==> config.mk <==
export PLATFORM = sky130hd
export DESIGN_NAME = mux_scan_sequencer
export DESIGN_NICKNAME = d
export VERILOG_FILES = /design/src/rtl/mux_scan_sequencer.sv
export SDC_FILE = /design/constraint.sdc
export NUM_CORES = 1
export LEC_CHECK = 0
export ABC_AREA = 0
export BUFFER_PORTS_ARGS = -buffer_cell sky130_fd_sc_hd__buf_2
export CORE_MARGIN = 4
export CORE_UTILIZATION = 45
export CTS_CLUSTER_DIAMETER = 30
export DETAILED_ROUTE_END_ITERATION = 10
export GPL_ROUTABILITY_DRIVEN = 0
export SLEW_MARGIN = 20
export SYNTH_ARGS = -nofsm -noshare
export SYNTH_HDL_FRONTEND = slang
export SYNTH_SLANG_ARGS = --single-unit
==> constraint.sdc <==
create_clock -name clock -period 3.26 [get_ports clock]
set_clock_uncertainty 0.15 [all_clocks]
set_input_delay 0.326 -clock clock [delete_from_list [all_inputs] [get_ports clock]]
set_output_delay 0.326 -clock clock [all_outputs]
set_load 0.1 [all_outputs]
==> src/rtl/mux_scan_sequencer.sv <==
// -----------------------------------------------------------------------------
// mux_scan_sequencer
//
// Scans an external 7-to-1 multiplexer. The select lines step through channels
// 0..6, and each channel is held for DIV clock cycles. The mux output is
// sampled at the end of each dwell. When all seven samples are taken they are
// published together as a parallel word for the LEDR/HEX display logic. A scan
// runs once per start request, or repeats while 'continuous' is high.
//
// Parameters
//   DIV : clock cycles per channel dwell (>= 1). Use 50_000_000 for the board.
//   CW  : dwell counter width. It must satisfy 2**CW > DIV-1.
//
// Ports
//   clock       in   system clock (CLOCK_50 on the board)
//   resetn      in   asynchronous active-low reset
//   start       in   level-sampled scan request. It is honoured only in IDLE.
//   continuous  in   restart the scan automatically after each DONE
//   mux_in      in   1-bit output of the 7-to-1 mux
//   select      out  [2:0] mux select. It is always in the range 0..6.
//   sample_word out  [6:0] last completed scan. Bit k = sample of channel k.
//   busy        out  high in SCAN and DONE
//   done        out  one-cycle pulse per completed scan
// -----------------------------------------------------------------------------
module mux_scan_sequencer #(
    parameter int DIV = 4,
    parameter int CW  = 26
) (
    input  logic       clock,
    input  logic       resetn,
    input  logic       start,
    input  logic       continuous,
    input  logic       mux_in,
    output logic [2:0] select,
    output logic [6:0] sample_word,
    output logic       busy,
    output logic       done
);

    typedef enum logic [1:0] {
        ST_IDLE = 2'd0,
        ST_SCAN = 2'd1,
        ST_DONE = 2'd2
    } state_t;

    localparam logic [CW-1:0] DIV_LOAD = CW'(DIV - 1);
    localparam logic [CW-1:0] CNT_ONE  = CW'(1);
    localparam logic [2:0]    LAST_CH  = 3'd6;

    state_t        state_reg,  state_next;
    logic [2:0]    select_reg, select_next;
    logic [CW-1:0] divcnt_reg, divcnt_next;
    // Channels 0..5 are collected here. Channel 6 goes straight into
    // sample_word on the final edge, so the published word is never partial.
    logic [5:0]    shadow_reg, shadow_next;
    logic [6:0]    word_reg,   word_next;

    logic          capture_ch;
    logic          shadow_clear;

    // State register
    always_ff @(posedge clock or negedge resetn) begin
        if (!resetn) begin
            state_reg  <= ST_IDLE;
            select_reg <= 3'd0;
            divcnt_reg <= '0;
            shadow_reg <= '0;
            word_reg   <= '0;
        end else begin
            state_reg  <= state_next;
            select_reg <= select_next;
            divcnt_reg <= divcnt_next;
            shadow_reg <= shadow_next;
            word_reg   <= word_next;
        end
    end

    // Next-state logic
    always_comb begin
        state_next   = state_reg;
        select_next  = select_reg;
        divcnt_next  = divcnt_reg;
        word_next    = word_reg;
        capture_ch   = 1'b0;
        shadow_clear = 1'b0;

        case (state_reg)
            ST_IDLE: begin
                select_next = 3'd0;
                if (start) begin
                    state_next   = ST_SCAN;
                    divcnt_next  = DIV_LOAD;
                    shadow_clear = 1'b1;
                end
            end

            ST_SCAN: begin
                if (divcnt_reg != '0) begin
                    divcnt_next = divcnt_reg - CNT_ONE;
                end else if (select_reg != LAST_CH) begin
                    capture_ch  = 1'b1;
                    select_next = select_reg + 3'd1;
                    divcnt_next = DIV_LOAD;
                end else begin
                    // Final dwell: publish all seven samples on one edge.
                    // select stays on channel 6 through DONE.
                    word_next  = {mux_in, shadow_reg};
                    state_next = ST_DONE;
                end
            end

            ST_DONE: begin
                // continuous is sampled only here. Dropping it mid-scan lets
                // the current scan finish.
                select_next = 3'd0;
                if (continuous) begin
                    state_next   = ST_SCAN;
                    divcnt_next  = DIV_LOAD;
                    shadow_clear = 1'b1;
                end else begin
                    state_next = ST_IDLE;
                end
            end

            default: begin
                state_next  = ST_IDLE;
                select_next = 3'd0;
            end
        endcase
    end

    // Per-channel shadow bits. Each bit loads only while its own channel
    // is selected at the end of a dwell.
    generate
        for (genvar gi = 0; gi < 6; gi++) begin : g_shadow
            assign shadow_next[gi] = shadow_clear ? 1'b0 :
                                     (capture_ch && (select_reg == 3'(gi))) ? mux_in :
                                     shadow_reg[gi];
        end
    endgenerate

    // All outputs are driven from registers only.
    assign select      = select_reg;
    assign sample_word = word_reg;
    assign busy        = (state_reg != ST_IDLE);
    assign done        = (state_reg == ST_DONE);

endmodule

* Word-level counts from Yosys, hierarchy flattened
Index checks and enable logic that the tools add are counted.
Storage, ports and cells: bits in registers 44, logic and storage cells 80, output and inout port bits 12, bits of input ports 5
Cells by class: equal/unequal tests 14, bitwise gates (word level) 2, add/subtract/negate cells 2, multiplexer cells 31, reductions and logical operators 21
Operator list (number):
- 26-bit 2-to-1 mux | 4
- 26-bit one-hot mux with 3 select lines | 1
- 26-bit nonzero test | 1
- 26-bit by 1-bit subtractor with 26-bit output (second input constant) | 1
- 1-bit 2-to-1 mux | 18
- 2-bit nonzero test | 7
- 2-bit != test (second input constant) | 5
- 3-bit 2-to-1 mux | 3
- 3-bit by 2-bit equality test with 1-bit output (second input constant) | 2
- 3-bit equality test (second input constant) | 2
- 1-bit logical AND | 6
- 2-bit 2-to-1 mux | 3
- 3-bit != test (second input constant) | 2
- 2-bit one-hot mux with 3 select lines | 1
- 3-bit AND reduction | 2
- 4-bit AND reduction | 1
- 3-bit by 1-bit adder with 3-bit output (second input constant) | 1
- 3-bit by 1-bit equality test with 1-bit output (second input constant) | 1
- 3-bit zero test | 1
- 3-bit nonzero test | 1
- 2-bit by 1-bit equality test with 1-bit output (second input constant) | 1
- 2-bit equality test (second input constant) | 1
- 2-bit zero test | 1
- 1-bit NOT | 2
- 2 further kinds | 2

* Depth between registers and ports, before layout
depth in word-level cells 7, depth in mapped cells 9, gate-level depth less buffers 8

* Worst setup path after synthesis
No wires, ideal clock.
path type register to register, start reg select_reg[0] (netlist: select[0]), end reg divcnt_reg[17], clock period less this slack 2.814 ns, required time 2.986 ns, data arrival time 2.540 ns, setup slack 0.446 ns, setup time 0.124 ns, stages on the path, launching flop included 8, buffers on the path 1, path through dfrtp_1 -> inv_1 -> ha_1 -> and2_1 -> o21ai_0 -> nor2_2 -> buf_4 -> a211o_1
On the way: cells in the longest elaborated chain, start to end 3
RTL lines:
- start, declared | RTL line 51 | logic [2:0] select_reg, select_next;
- start signal, assigned | RTL line 71 | select_reg <= select_next;
- 3-bit != test | RTL line 100 | end else if (select_reg != LAST_CH) begin
- 3-bit != test (no line)
- 4-bit AND reduction (no line)
- end signal, assigned | RTL line 72 | divcnt_reg <= divcnt_next;
- end, declared | RTL line 52 | logic [CW-1:0] divcnt_reg, divcnt_next;
No other way between the ends. A chain may end at the register's enable or synchronous reset.

* Worst setup path after layout
start reg divcnt_reg[0], end reg divcnt_reg[12]
On the way: cells in the longest elaborated chain, start to end 3, elaborated cells between the ends (all ways) 6, those cells by class add/sub (1); eq/ne (1); mux (2); reduce/logical (2)
RTL lines (RTL line):
- 26-bit by 1-bit subtractor with 26-bit output / 26-bit nonzero test (equally long branches) | 99, 98
- 26-bit 2-to-1 mux / 3-bit != test (equally long branches)
- 26-bit one-hot mux with 3 select lines / 4-bit AND reduction (equally long branches)
Parallel ways exist; a longest one is shown, timed or not.

==> qor.yml <==
start_util: 0.472
cp_max_fo: 16
critical_path_class: "flip-flop to flip-flop"
cpLargestDelayFamily: "compound AO/OA/AOI/OAI gates"
design_area_sq_um: 2720
reg2reg_slack_ns: 0.39
remaining_drc_errors: 0
clock-sinks: 44
core.rowCount: 26
worstPathArrival_ns: 2.92
end_kind: "flip-flop"
crit_path_start: "divcnt_reg[0]"
vdd_drop_max_v: 0.000301
period_minus_slack_ns: 2.87
rr_startpoint: "divcnt_reg[0]"
drtIter0Drc: 75
synth_most_common_cell: "dfrtp_1"
path_buf_inv: 2
hp-class: "input port to flip-flop"
synth-edff-count: 0
largest_reg_flops: 26
finalHoldViolCount: 0
path_clk_slew_ns: 0.09
worst_pin_slew_ns: 0.761
multi_input_area_sq_um: 1250
nets: 268
yosys.area.top_type: "dfrtp_1"
reg2reg_to: "divcnt_reg[12]"
clock_latency_ns: 0.31
io_pins: 17
nFillCells: 482
n_antenna_cell: 0
drv_cap: 0
setup_viol: 0
die_h_um: 81.9
drive_above_1_share: 0.205
layout_worst_path_cycle_share: 0.881
synth_top_cells_by_area: "dfrtp_1 (45%), a21oi_1 (3.3%), a211o_1 (3.2%)"
worst_path_max_delay_cell: "a31oi_2"
die_w_um: 81.9
core_area_sq_um: 5200
vias_per_cell: 5.88
clockBufferDepth: 2
power_uw: 997
synth_top_cells_by_count: "dfrtp_1 (44), a21oi_1 (16), nor3_1 (13), nand3_1 (11), o21ai_0 (10)"
slew_headroom: 0.491
cp-start-kind: "flip-flop"
gr-total-overflow: 0
area_growth_pct: 10.7
grt_pass1_vias: 1870
synth_cells: 239
ff_latch_area_sq_um: 1100
antenna_found_initial: 0
crit_cells: 8
grt_pass1_wl_um: 9030
vias: 1929
postRouteAntennaNets: 0
die-area_sq_um: 6700
synth_flop_cell: "dfrtp_1"
endpoint: "divcnt_reg[12]"
port-buffer-count: 16
ys_seq_area_frac: 0.449
placed_area_sq_um: 2570
dr.pass1.iters: 4
ys_ff_latch: 44
yosysTopAreaCellShare: 0.449
leakagePower_uw: 0.00122
netlist_area_sq_um: 2450
cts_root_buffer: "clkbuf_8"
wl_per_cell_um: 16.4
grt_max_degree: 45
async_flop_share: 1.00
rsz0062_at_grt: "false"
cts_tree: "built"
ys_warn_count: 0
timing.fmax_mhz: 348
post_cts_buffers: 0
syn_nets: 250
htreeDepth: 2
cts_buffers: 5
yosysUniqueCellTypes: 50
grtUsageTotal: 0.177
cp.required_ns: 3.30
finalMaxSlewViolations: 0
cp_cell_sequence: "inv_1 -> ha_1 -> nor3b_1 -> and3_1 -> a31oi_2 -> nor2_2 -> buf_4 -> a221o_1"
totalWireLength_um: 5400
powerDensity_nw_per_um2: 367
hpwl_um: 3740
fin_setup_tns_ns: 0
avgSynthCellArea_sq_um: 10.3
status: "completed"
critPathMaxStageDelay_ns: 0.67
ff2ff_path_depth: 8
[how the worst min path moves through the flow]
stage / start / to / cells after the start
4_1_cts: resetn / select[0] / 1
3_3_place_gp: divcnt_reg[8] / divcnt_reg[8] / 1
2_1_floorplan: resetn / divcnt_reg[0] / 0
5_1_grt: mux_in / shadow_reg[0] / 3
3_5_place_dp: divcnt_reg[8] / divcnt_reg[8] / 1
6_report: mux_in / shadow_reg[0] / 3
[layer usage]
layer	up-vias	wire (um)	global-route usage
li1	947	-	-
met1	939	2520	0.219
met2	33	2600	0.293
met3	10	169	0.0362
met4	0	108	0.0880
met5	-	0	0
[cells in the final DEF (no fill, tap or decap), drive strengths merged, types with 5 or more instances in the layout]
cell type	netlist	routed
nand4	6	6
nand3	11	11
nor3	16	16
nor2	9	9
a211o	9	9
clkbuf	4	5
a21oi	16	16
o21ai	10	10
dfrtp	44	44
or3	6	6
and3	7	7
ha	6	6
or2	5	5
a31oi	5	5
inv	8	8
nand2	9	9
nor4	9	9
mux2	7	7
buf	7	21
[cell families (layout without fill, tap and decap cells)]
kind of cell    after synthesis  count (layout)  share of synthesized area
buf+inv                      19              38                     0.0438
mux                          10              10                     0.0443
compound gates               64              64                      0.186
xor+xnor                      1               1                    0.00357
flops                        44              44                      0.449
simple gates                 95              95                      0.243
fa+ha+maj                     6               6                     0.0306
[worst register-to-register path, cell delays in order, from the launching register on]
cell and delay, ns:
dfrtp_1 0.43, inv_1 0.06, ha_1 0.23, nor3b_1 0.19
and3_1 0.27, a31oi_2 0.67, nor2_2 0.16, buf_4 0.25
a221o_1 0.36
[power by group]
group | switching, uW | total [uW] | internal [uW]
Sequential | 1.64 | 550 | 548
Combinational | 14.6 | 21.5 | 6.85
Clock | 199 | 426 | 227
[cell type report]
type,instances,share of cell area
repair buffers,22,0.0516
flip-flops and latches,44,0.405
inverters,8,0.0111
well taps,70,0.0322
clock inverters,3,0.0157
multi-input cells,176,0.459
clock buffers,5,0.0253
[timing repair]
action	in CTS	in global routing
resized for setup	0	0
hold endpoints to repair	0	11
hold buffers	0	1
[through the flow]
stage | setup WS [ns] | std cells | util | hold WS (ns)
2_1_floorplan | 0.446 | 239 | - | -0.120
3_3_place_gp | 0.505 | 318 | 0.495 | 0.326
3_5_place_dp | 0.401 | 318 | 0.495 | 0.337
4_1_cts | 0.402 | 326 | 0.516 | 0.0562
5_1_grt | 0.181 | 328 | 0.522 | 0.173
6_report | 0.387 | 328 | 0.522 | 0.181
(Power assumes the default switching activity.)
